<file path="src/rtl/iir_pkg.sv">
// Shared types and constants for the fixed-point IIR datapath.
// Formats: samples sfix22_En14, coefficients sfix18_En16, accumulator sfix44_En30.
package iir_pkg;

  typedef logic signed [21:0] sample_t;
  typedef logic signed [17:0] coef_t;
  typedef logic signed [43:0] acc_t;

  localparam acc_t        ROUND_BIAS = 44'sd32768;
  localparam int unsigned SHIFT      = 16;
  localparam acc_t        Y_MAX      = 44'sd2097151;
  localparam acc_t        Y_MIN      = -44'sd2097152;

  typedef enum logic [1:0] {StIdle, StMac, StRound, StOut} state_e;

endpackage

</file>
<file path="src/rtl/iir_round_sat.sv">
// Requantises an En30 accumulator to an En14 sample.
// Rounds half toward +inf, then saturates; sat flags a clipped result.
module iir_round_sat
  import iir_pkg::*;
(
  input  acc_t    acc,
  output sample_t y,
  output logic    sat
);

  acc_t shifted;

  always_comb begin
    shifted = (acc + ROUND_BIAS) >>> SHIFT;
    y       = shifted[21:0];
    sat     = 1'b0;
    if (shifted > Y_MAX) begin
      y   = Y_MAX[21:0];
      sat = 1'b1;
    end else if (shifted < Y_MIN) begin
      y   = Y_MIN[21:0];
      sat = 1'b1;
    end
  end

endmodule

</file>
<file path="src/rtl/iir_biquad_mac_seq.sv">
// Direct-form-I biquad sharing one multiplier over five products per sample.
// Flow: accept -> 5 MAC cycles -> round/saturate -> hold output until taken.
module iir_biquad_mac_seq
  import iir_pkg::*;
#(
  parameter int unsigned DW = 22,
  parameter int unsigned CW = 18,
  parameter int unsigned AW = 44
) (
  input  logic                 clk,
  input  logic                 reset_n,
  input  logic signed [DW-1:0] in_data,
  input  logic                 in_valid,
  output logic                 in_ready,
  input  logic signed [CW-1:0] coef_b0,
  input  logic signed [CW-1:0] coef_b1,
  input  logic signed [CW-1:0] coef_b2,
  input  logic signed [CW-1:0] coef_a1,
  input  logic signed [CW-1:0] coef_a2,
  input  logic                 clr_state,
  output logic signed [DW-1:0] out_data,
  output logic                 out_valid,
  input  logic                 out_ready,
  output logic                 sat_flag
);

  state_e state_q, state_d;
  logic [2:0] k_q, k_d;
  logic signed [AW-1:0] acc_q, acc_d;
  logic signed [DW-1:0] x_q, x_d, x1_q, x1_d, x2_q, x2_d, y1_q, y1_d, y2_q, y2_d;
  logic signed [CW-1:0] b0_q, b0_d, b1_q, b1_d, b2_q, b2_d, a1_q, a1_d, a2_q, a2_d;
  logic signed [DW-1:0] out_data_q, out_data_d;
  logic out_valid_q, out_valid_d, sat_q, sat_d;

  logic signed [DW-1:0]    mul_x;
  logic signed [CW-1:0]    mul_c;
  logic signed [DW+CW-1:0] prod;
  logic signed [AW-1:0]    term;
  sample_t                 y_q;
  logic                    y_sat;

  iir_round_sat u_round_sat (
    .acc (acc_q),
    .y   (y_q),
    .sat (y_sat)
  );

  // Operand select for the shared multiplier, indexed by the MAC step.
  always_comb begin
    mul_x = '0;
    mul_c = '0;
    case (k_q)
      3'd0: begin mul_x = x_q;  mul_c = b0_q; end
      3'd1: begin mul_x = x1_q; mul_c = b1_q; end
      3'd2: begin mul_x = x2_q; mul_c = b2_q; end
      3'd3: begin mul_x = y1_q; mul_c = a1_q; end
      3'd4: begin mul_x = y2_q; mul_c = a2_q; end
      default: ;
    endcase
    prod = (DW+CW)'(mul_x) * (DW+CW)'(mul_c);
    term = AW'(prod);
  end

  always_comb begin
    state_d     = state_q;
    k_d         = k_q;
    acc_d       = acc_q;
    x_d         = x_q;
    x1_d        = x1_q;
    x2_d        = x2_q;
    y1_d        = y1_q;
    y2_d        = y2_q;
    b0_d        = b0_q;
    b1_d        = b1_q;
    b2_d        = b2_q;
    a1_d        = a1_q;
    a2_d        = a2_q;
    out_data_d  = out_data_q;
    out_valid_d = out_valid_q;
    sat_d       = sat_q;
    unique case (state_q)
      StIdle: begin
        if (in_valid) begin
          x_d     = in_data;
          b0_d    = coef_b0;
          b1_d    = coef_b1;
          b2_d    = coef_b2;
          a1_d    = coef_a1;
          a2_d    = coef_a2;
          acc_d   = '0;
          k_d     = '0;
          state_d = StMac;
        end
        // Clearing here also covers a sample accepted on this same edge.
        if (clr_state) begin
          x1_d = '0;
          x2_d = '0;
          y1_d = '0;
          y2_d = '0;
        end
      end
      StMac: begin
        acc_d = (k_q >= 3'd3) ? acc_q - term : acc_q + term;
        k_d   = k_q + 3'd1;
        if (k_q == 3'd4) state_d = StRound;
      end
      StRound: begin
        out_data_d  = y_q;
        out_valid_d = 1'b1;
        sat_d       = sat_q | y_sat;
        x2_d        = x1_q;
        x1_d        = x_q;
        y2_d        = y1_q;
        y1_d        = y_q;
        state_d     = StOut;
      end
      StOut: begin
        if (out_ready) begin
          out_valid_d = 1'b0;
          state_d     = StIdle;
        end
        if (clr_state) begin
          x1_d = '0;
          x2_d = '0;
          y1_d = '0;
          y2_d = '0;
        end
      end
      default: state_d = StIdle;
    endcase
  end

  always_ff @(posedge clk or negedge reset_n) begin
    if (!reset_n) begin
      state_q     <= StIdle;
      k_q         <= '0;
      acc_q       <= '0;
      x_q         <= '0;
      x1_q        <= '0;
      x2_q        <= '0;
      y1_q        <= '0;
      y2_q        <= '0;
      b0_q        <= '0;
      b1_q        <= '0;
      b2_q        <= '0;
      a1_q        <= '0;
      a2_q        <= '0;
      out_data_q  <= '0;
      out_valid_q <= 1'b0;
      sat_q       <= 1'b0;
    end else begin
      state_q     <= state_d;
      k_q         <= k_d;
      acc_q       <= acc_d;
      x_q         <= x_d;
      x1_q        <= x1_d;
      x2_q        <= x2_d;
      y1_q        <= y1_d;
      y2_q        <= y2_d;
      b0_q        <= b0_d;
      b1_q        <= b1_d;
      b2_q        <= b2_d;
      a1_q        <= a1_d;
      a2_q        <= a2_d;
      out_data_q  <= out_data_d;
      out_valid_q <= out_valid_d;
      sat_q       <= sat_d;
    end
  end

  assign in_ready  = reset_n && (state_q == StIdle);
  assign out_data  = out_data_q;
  assign out_valid = out_valid_q;
  assign sat_flag  = sat_q;

endmodule

</file>
<file path="config.mk">
export PLATFORM = sky130hd
export DESIGN_NAME = iir_biquad_mac_seq
export DESIGN_NICKNAME = d
export VERILOG_FILES = /design/src/rtl/iir_pkg.sv /design/src/rtl/iir_round_sat.sv /design/src/rtl/iir_biquad_mac_seq.sv
export SDC_FILE = /design/constraint.sdc
export NUM_CORES = 2
export LEC_CHECK = 0
export CAP_MARGIN = 20
export CORE_MARGIN = 5
export CORE_UTILIZATION = 50
export DETAILED_ROUTE_END_ITERATION = 12
export PLACE_DENSITY = 0.68
export SLEW_MARGIN = 25
export SYNTH_ARGS = -nofsm -noshare
export SYNTH_HDL_FRONTEND = slang
export SYNTH_HIERARCHICAL = 1
export SYNTH_SLANG_ARGS = --single-unit
</file>
<file path="constraint.sdc">
create_clock -name clk -period 14.1 [get_ports clk]
set_input_delay 2.82 -clock clk [delete_from_list [all_inputs] [get_ports clk]]
set_output_delay 2.82 -clock clk [all_outputs]
set_load 0.1 [all_outputs]
</file>
; ---- After elaboration in Yosys (flattened, before gate mapping)
; Cells that the tools add are included.
[word_totals]
register_bits = 273
output_inout_bits = 25
elab_cells = 70
[op_classes]
reduce_logical = 12
n_bitwise = 1
add_sub_neg = 4
multipliers = 1
order_cmp = 3
eq_ne = 11
mux = 22
[ops]
columns = op, n
row1 = $pmux W22 S2, 4
row2 = $pmux W22 S5, 1
row3 = $pmux W18 S5, 1
row4 = $mux W44, 2
row5 = $pmux W44 S2, 1
row6 = $mux W22, 3
row7 = $add A44 B17 Y44 const B, 1
row8 = $add A44 B40 Y44, 1
row9 = $sub A44 B40 Y44, 1
row10 = $mul A22 B18 Y40, 1
row11 = $gt A28 B22 Y1 const B, 1
row12 = $lt A28 B22 Y1 const B, 1
row13 = $pmux W2 S4, 1
row14 = $reduce_and A2 Y1, 4
row15 = $eq A3 B2 Y1 const B, 2
row16 = $mux W2, 3
row17 = $ne A2 B2 Y1 const B, 3
row18 = $pmux W3 S2, 1
row19 = $reduce_bool A2 Y1, 3
row20 = $eq A2 B2 Y1 const B, 2
row21 = $add A3 B1 Y3 const B, 1
row22 = $eq A3 B1 Y1 const B, 1
row23 = $eq A3 B3 Y1 const B, 1
row24 = $ge A3 B2 Y1 const B, 1
row25 = 11 further kinds, 13

; ---- Logic depth before layout (Yosys ltp)
[logic_depth]
ltp_word = 6
ltp_mapped = 50

; ---- Modules after synthesis
; Netlist, hierarchy kept.
[by_module_without_submodules]
columns = module, cells_each, n_inst, area_each_um2
row1 = iir_biquad_mac_seq, 2984, 1, 28914.0
row2 = iir_round_sat, 132, 1, 902.1

; ---- Worst setup path after synthesis
; No wires, ideal clock.
[synth_timing]
path_type = reg2reg
start = register k_q[2]
end = register acc_q[43]
setup_time_ps = 80
stages_incl_launch_ff = 47
arrival_ps = 11521
n_path_buf = 6
path_slack_ps = 2499
path_cell_list = dfrtp_1 > clkbuf_1 > clkbuf_1 > buf_1 > inv_1 > ha_1 > clkbuf_1 > clkbuf_1 > a222oi_1 > o21a_1 > clkbuf_1 > nor2_1 > fa_1 > inv_1 > fa_1 > fa_1 > inv_1 > fa_1 > (+11 left out) > nor4_1 > nand2_1 > nor4_1 > a21oi_1 > xnor2_1 > ha_1 > a21o_1 > a21o_1 > a21oi_1 > inv_1 > a21oi_1 > o21ai_0 > a221o_1 > a311oi_1 > o21a_1 > nor3_1 > or4b_1 > o211ai_2
[synth_between]
elab_chain_cells = 6
word_cells_on_any_way = 13
[synth_lines]
columns = item, line_no
row1 = from (decl), iir_biquad_mac_seq.sv:28  ; logic [2:0] k_q, k_d;
row2 = from (signal assigned), iir_biquad_mac_seq.sv:153  ; k_q <= k_d;
row3 = $eq A3 B3 Y1 (tied with other cells), iir_biquad_mac_seq.sv:52  ; case (k_q)
row4 = $pmux W22 S5 / $pmux W18 S5 (equally long branches), iir_biquad_mac_seq.sv:52
row5 = $mul A22 B18 Y40, iir_biquad_mac_seq.sv:60  ; prod = (DW+CW)'(mul_x) * (DW+CW)'(mul_c);
row6 = $add A44 B40 Y44 / $sub A44 B40 Y44 (equally long branches), iir_biquad_mac_seq.sv:103  ; acc_d = (k_q >= 3'd3) ? acc_q - term : acc_q + term;
row7 = $mux W44 (*), iir_biquad_mac_seq.sv:103
row8 = $pmux W44 S2 (*), iir_biquad_mac_seq.sv:81  ; unique case (state_q)
row9 = to (signal assigned), iir_biquad_mac_seq.sv:137  ; acc_q <= '0;
row10 = to (signal assigned), iir_biquad_mac_seq.sv:154  ; acc_q <= acc_d;
row11 = to (decl), iir_biquad_mac_seq.sv:29  ; logic signed [AW-1:0] acc_q, acc_d;
; Mark *: on every way between the ends. The rest lies on a longest branch, timed or not.
; A chain may end at the register's enable or synchronous reset.

; ---- Worst setup path in the final report
[layout_timing]
start = register k_q[0]
end = register acc_q[43]
; The elaborated chain is that of the path after synthesis.

==> out/qor.yml <==
die_h_um: 254
path_clk_slew_ns: 0.07
synth_top_family_by_area: "adder cells"
drv_slew: 0
setup_viol: 0
crit_type: "flop to flop"
grt_max_degree: 87
cts_sinks: 273
dr.pass1.iters: 6
drtAntennaViolNets: 0
grt_pass1_wl_mm: 140
place_hpwl_mm: 69.1
coreArea_um2: 59000
nFillCells: 5156
cp-end-kind: "flop"
final_area_um2: 33000
crit_arrival_ns: 13.47
yosysSeqAreaShare_pct: 22.9
final_nets: 3854
die_w_um: 254
final_common_cell: "inv_1"
initial_core_util_pct: 50.5
max_freq_mhz: 77.0
drive_above_1_share_pct: 8.92
worstMarginPinSlew_ns: 1.03
required_ns: 14.58
die-area_um2: 64600
syn_inst: 3116
dp_slack_ns: 1.35
cts_buffer_depth: 3
post-route-period-util_pct: 92.1
synth-edff-count: 0
gp_congestion: 0.945
syn_avg_cell_area_um2: 9.57
cts_resized: 0
gr-total-overflow: 0
synth_compound_gate_area_share_pct: 14.8
drc_errors: 0
grtUsageTotal_pct: 27.3
routed_via_density: 5.84
start_kind: "flop"
first_global_vias: 24500
cp_slowest_cell: "o21a_1"
ys_async_sr_fraction_pct: 100
cap_violations: 0
wirelength_mm: 86.9
synth_xor_area_share_pct: 3.97
num_io_pins: 142
relSlewSlack_pct: 30.8
yosys_warnings: 6
drtIter0Drc: 2003
period_minus_slack_ns: 12.99
final_cell_mix: "inv_1, fa_1, nand2_1, dfrtp_1, nor2_1"
worstSkewPairLatency_ns: 0.57
synthesis.nets: 3782
synthSimpleGateAreaFrac_pct: 11.9
setup_ws_ns: 1.11
hold_viol_final: 0
utilization_pct: 55.9
placed_area_um2: 32000
cts_max_level: 1
cts_root_buf: "clkbuf_16"
outcome: "complete, no violations"
cts_buffers: 27
skew_ns: 0.0243
muxShareOfSynthArea_pct: 5.22
synth_cell_types: 95
setup_tns_ns: 0
hp-class: "flop to flop"
ff2ff_setup_slack_ns: 1.11
critical-path-max-stage-delay_ns: 0.80
rows: 89
route.detailed.wl_per_inst_um: 21.8
ctsHoldBuffers: 0
netlist_area_um2: 29800
synthToLayoutAreaGrowth_pct: 10.6
rsz0062_at_grt: "no"
io_buffers: 141
synthAdderAreaFrac_pct: 33.0
post_cts_buffers: 0
dominantRegCellSynth: "dfrtp_1"
num_vias: 23300
cp_max_fo: 27
cts_tree: "yes"
synth_seq_cells: 273
antenna_found_initial: 1
state kept, by name, summed over array words and instances (netlist names):
signal and count:
a1_q 18, a2_q 18, acc_q 44, b0_q 18
b1_q 18, b2_q 18, k_q 3, out_data 22
out_valid 1, sat_flag 1, state_q 2, x1_q 22
x2_q 22, x_q 22, y1_q 22, y2_q 22
routing by layer:
layer	global-route usage (%)	up-vias	share of wire, %
li1	-	10400	-
met1	37.2	11700	41
met2	44.4	926	47
met3	5.51	197	7.7
met4	8.75	0	4.3
met5	0	-	0
cell families after synthesis:
group / after synthesis
AOI/OAI and AO/OA: 609
xor gates and xnor gates: 135
adders and majority gates: 549
buffers and inverters: 642
DFF: 273
muxes: 139
and+or+nand+nor: 769
path summary, 6_finish.rpt:
path,start,end,cells past startpoint
max reg2reg,k_q[0],acc_q[43],42
min reg2reg,sat_flag,sat_flag,1
max,k_q[0],acc_q[43],42
max in group asynchronous,reset_n,b1_q[5],3
min,sat_flag,sat_flag,1
min in group asynchronous,reset_n,b1_q[17],1
worst max-delay path, delay by kind of cell (launching register included):
kind / cells / cell delay [ns]
AOI/OAI and AO/OA: 13 / 3.84
DFF: 1 / 0.47
adders and majority gates: 9 / 4.25
xor gates and xnor gates: 2 / 0.38
and+or+nand+nor: 11 / 3.16
buffers and inverters: 7 / 0.76
through the flow:
| step | instances | hold WS (ns) |
|---|---|---|
| floorplan | 3116 | 0.450 |
| global placement | 3932 | 0.439 |
| detailed placement | 3932 | 0.450 |
| CTS | 3981 | 0.465 |
| global route | 3981 | 0.494 |
| finish | 3982 | 0.457 |
final cells by class:
class | count | area [um2] | share of cell area [%]
antenna | 1 | 2.50 | 0.00759
clock buffer | 42 | 802 | 2.43
clock inverter | 7 | 110 | 0.334
inverter | 496 | 1860 | 5.64
multi-input combinational | 2201 | 20600 | 62.5
sequential | 273 | 6830 | 20.7
tap | 773 | 967 | 2.93
timing repair buffer | 189 | 1780 | 5.40
synth_stat cells (8+ instances only):
| cell | n | share of area [%] |
|---|---|---|
| inv_1 | 495 | 6.2 |
| fa_1 | 394 | 26 |
| nand2_1 | 352 | 4.4 |
| dfrtp_1 | 273 | 23 |
| nor2_1 | 202 | 2.5 |
| ha_1 | 155 | 6.5 |
| mux2_2 | 133 | 5.0 |
| clkbuf_1 | 119 | 1.5 |
| o21ai_0 | 108 | 1.8 |
| a22o_1 | 93 | 2.7 |
| a21oi_1 | 76 | 1.3 |
| xnor2_1 | 76 | 2.2 |
| xor2_1 | 59 | 1.7 |
| a21o_1 | 50 | 1.3 |
| a22oi_1 | 42 | 1.1 |
| and2_1 | 40 | 0.84 |
| o21ai_1 | 37 | 0.62 |
| a222oi_1 | 35 | 1.2 |
| o21a_1 | 31 | 0.78 |
| nand3_1 | 27 | 0.45 |
| nor3_1 | 21 | 0.35 |
| nand4_1 | 19 | 0.40 |
| and3_1 | 17 | 0.36 |
| a211oi_1 | 16 | 0.40 |
| nand2b_1 | 16 | 0.34 |
| buf_1 | 14 | 0.18 |
| a31oi_1 | 13 | 0.27 |
| nor2b_1 | 13 | 0.27 |
| o22ai_1 | 13 | 0.27 |
| or3_1 | 11 | 0.23 |
| o211ai_1 | 10 | 0.25 |
| and4_1 | 8 | 0.24 |
| nor4_1 | 8 | 0.17 |
| o21bai_1 | 8 | 0.20 |
Power is left out: the tool's default activity adds up to more than one toggle a clock period on the data nets, which glitch-free logic cannot reach.
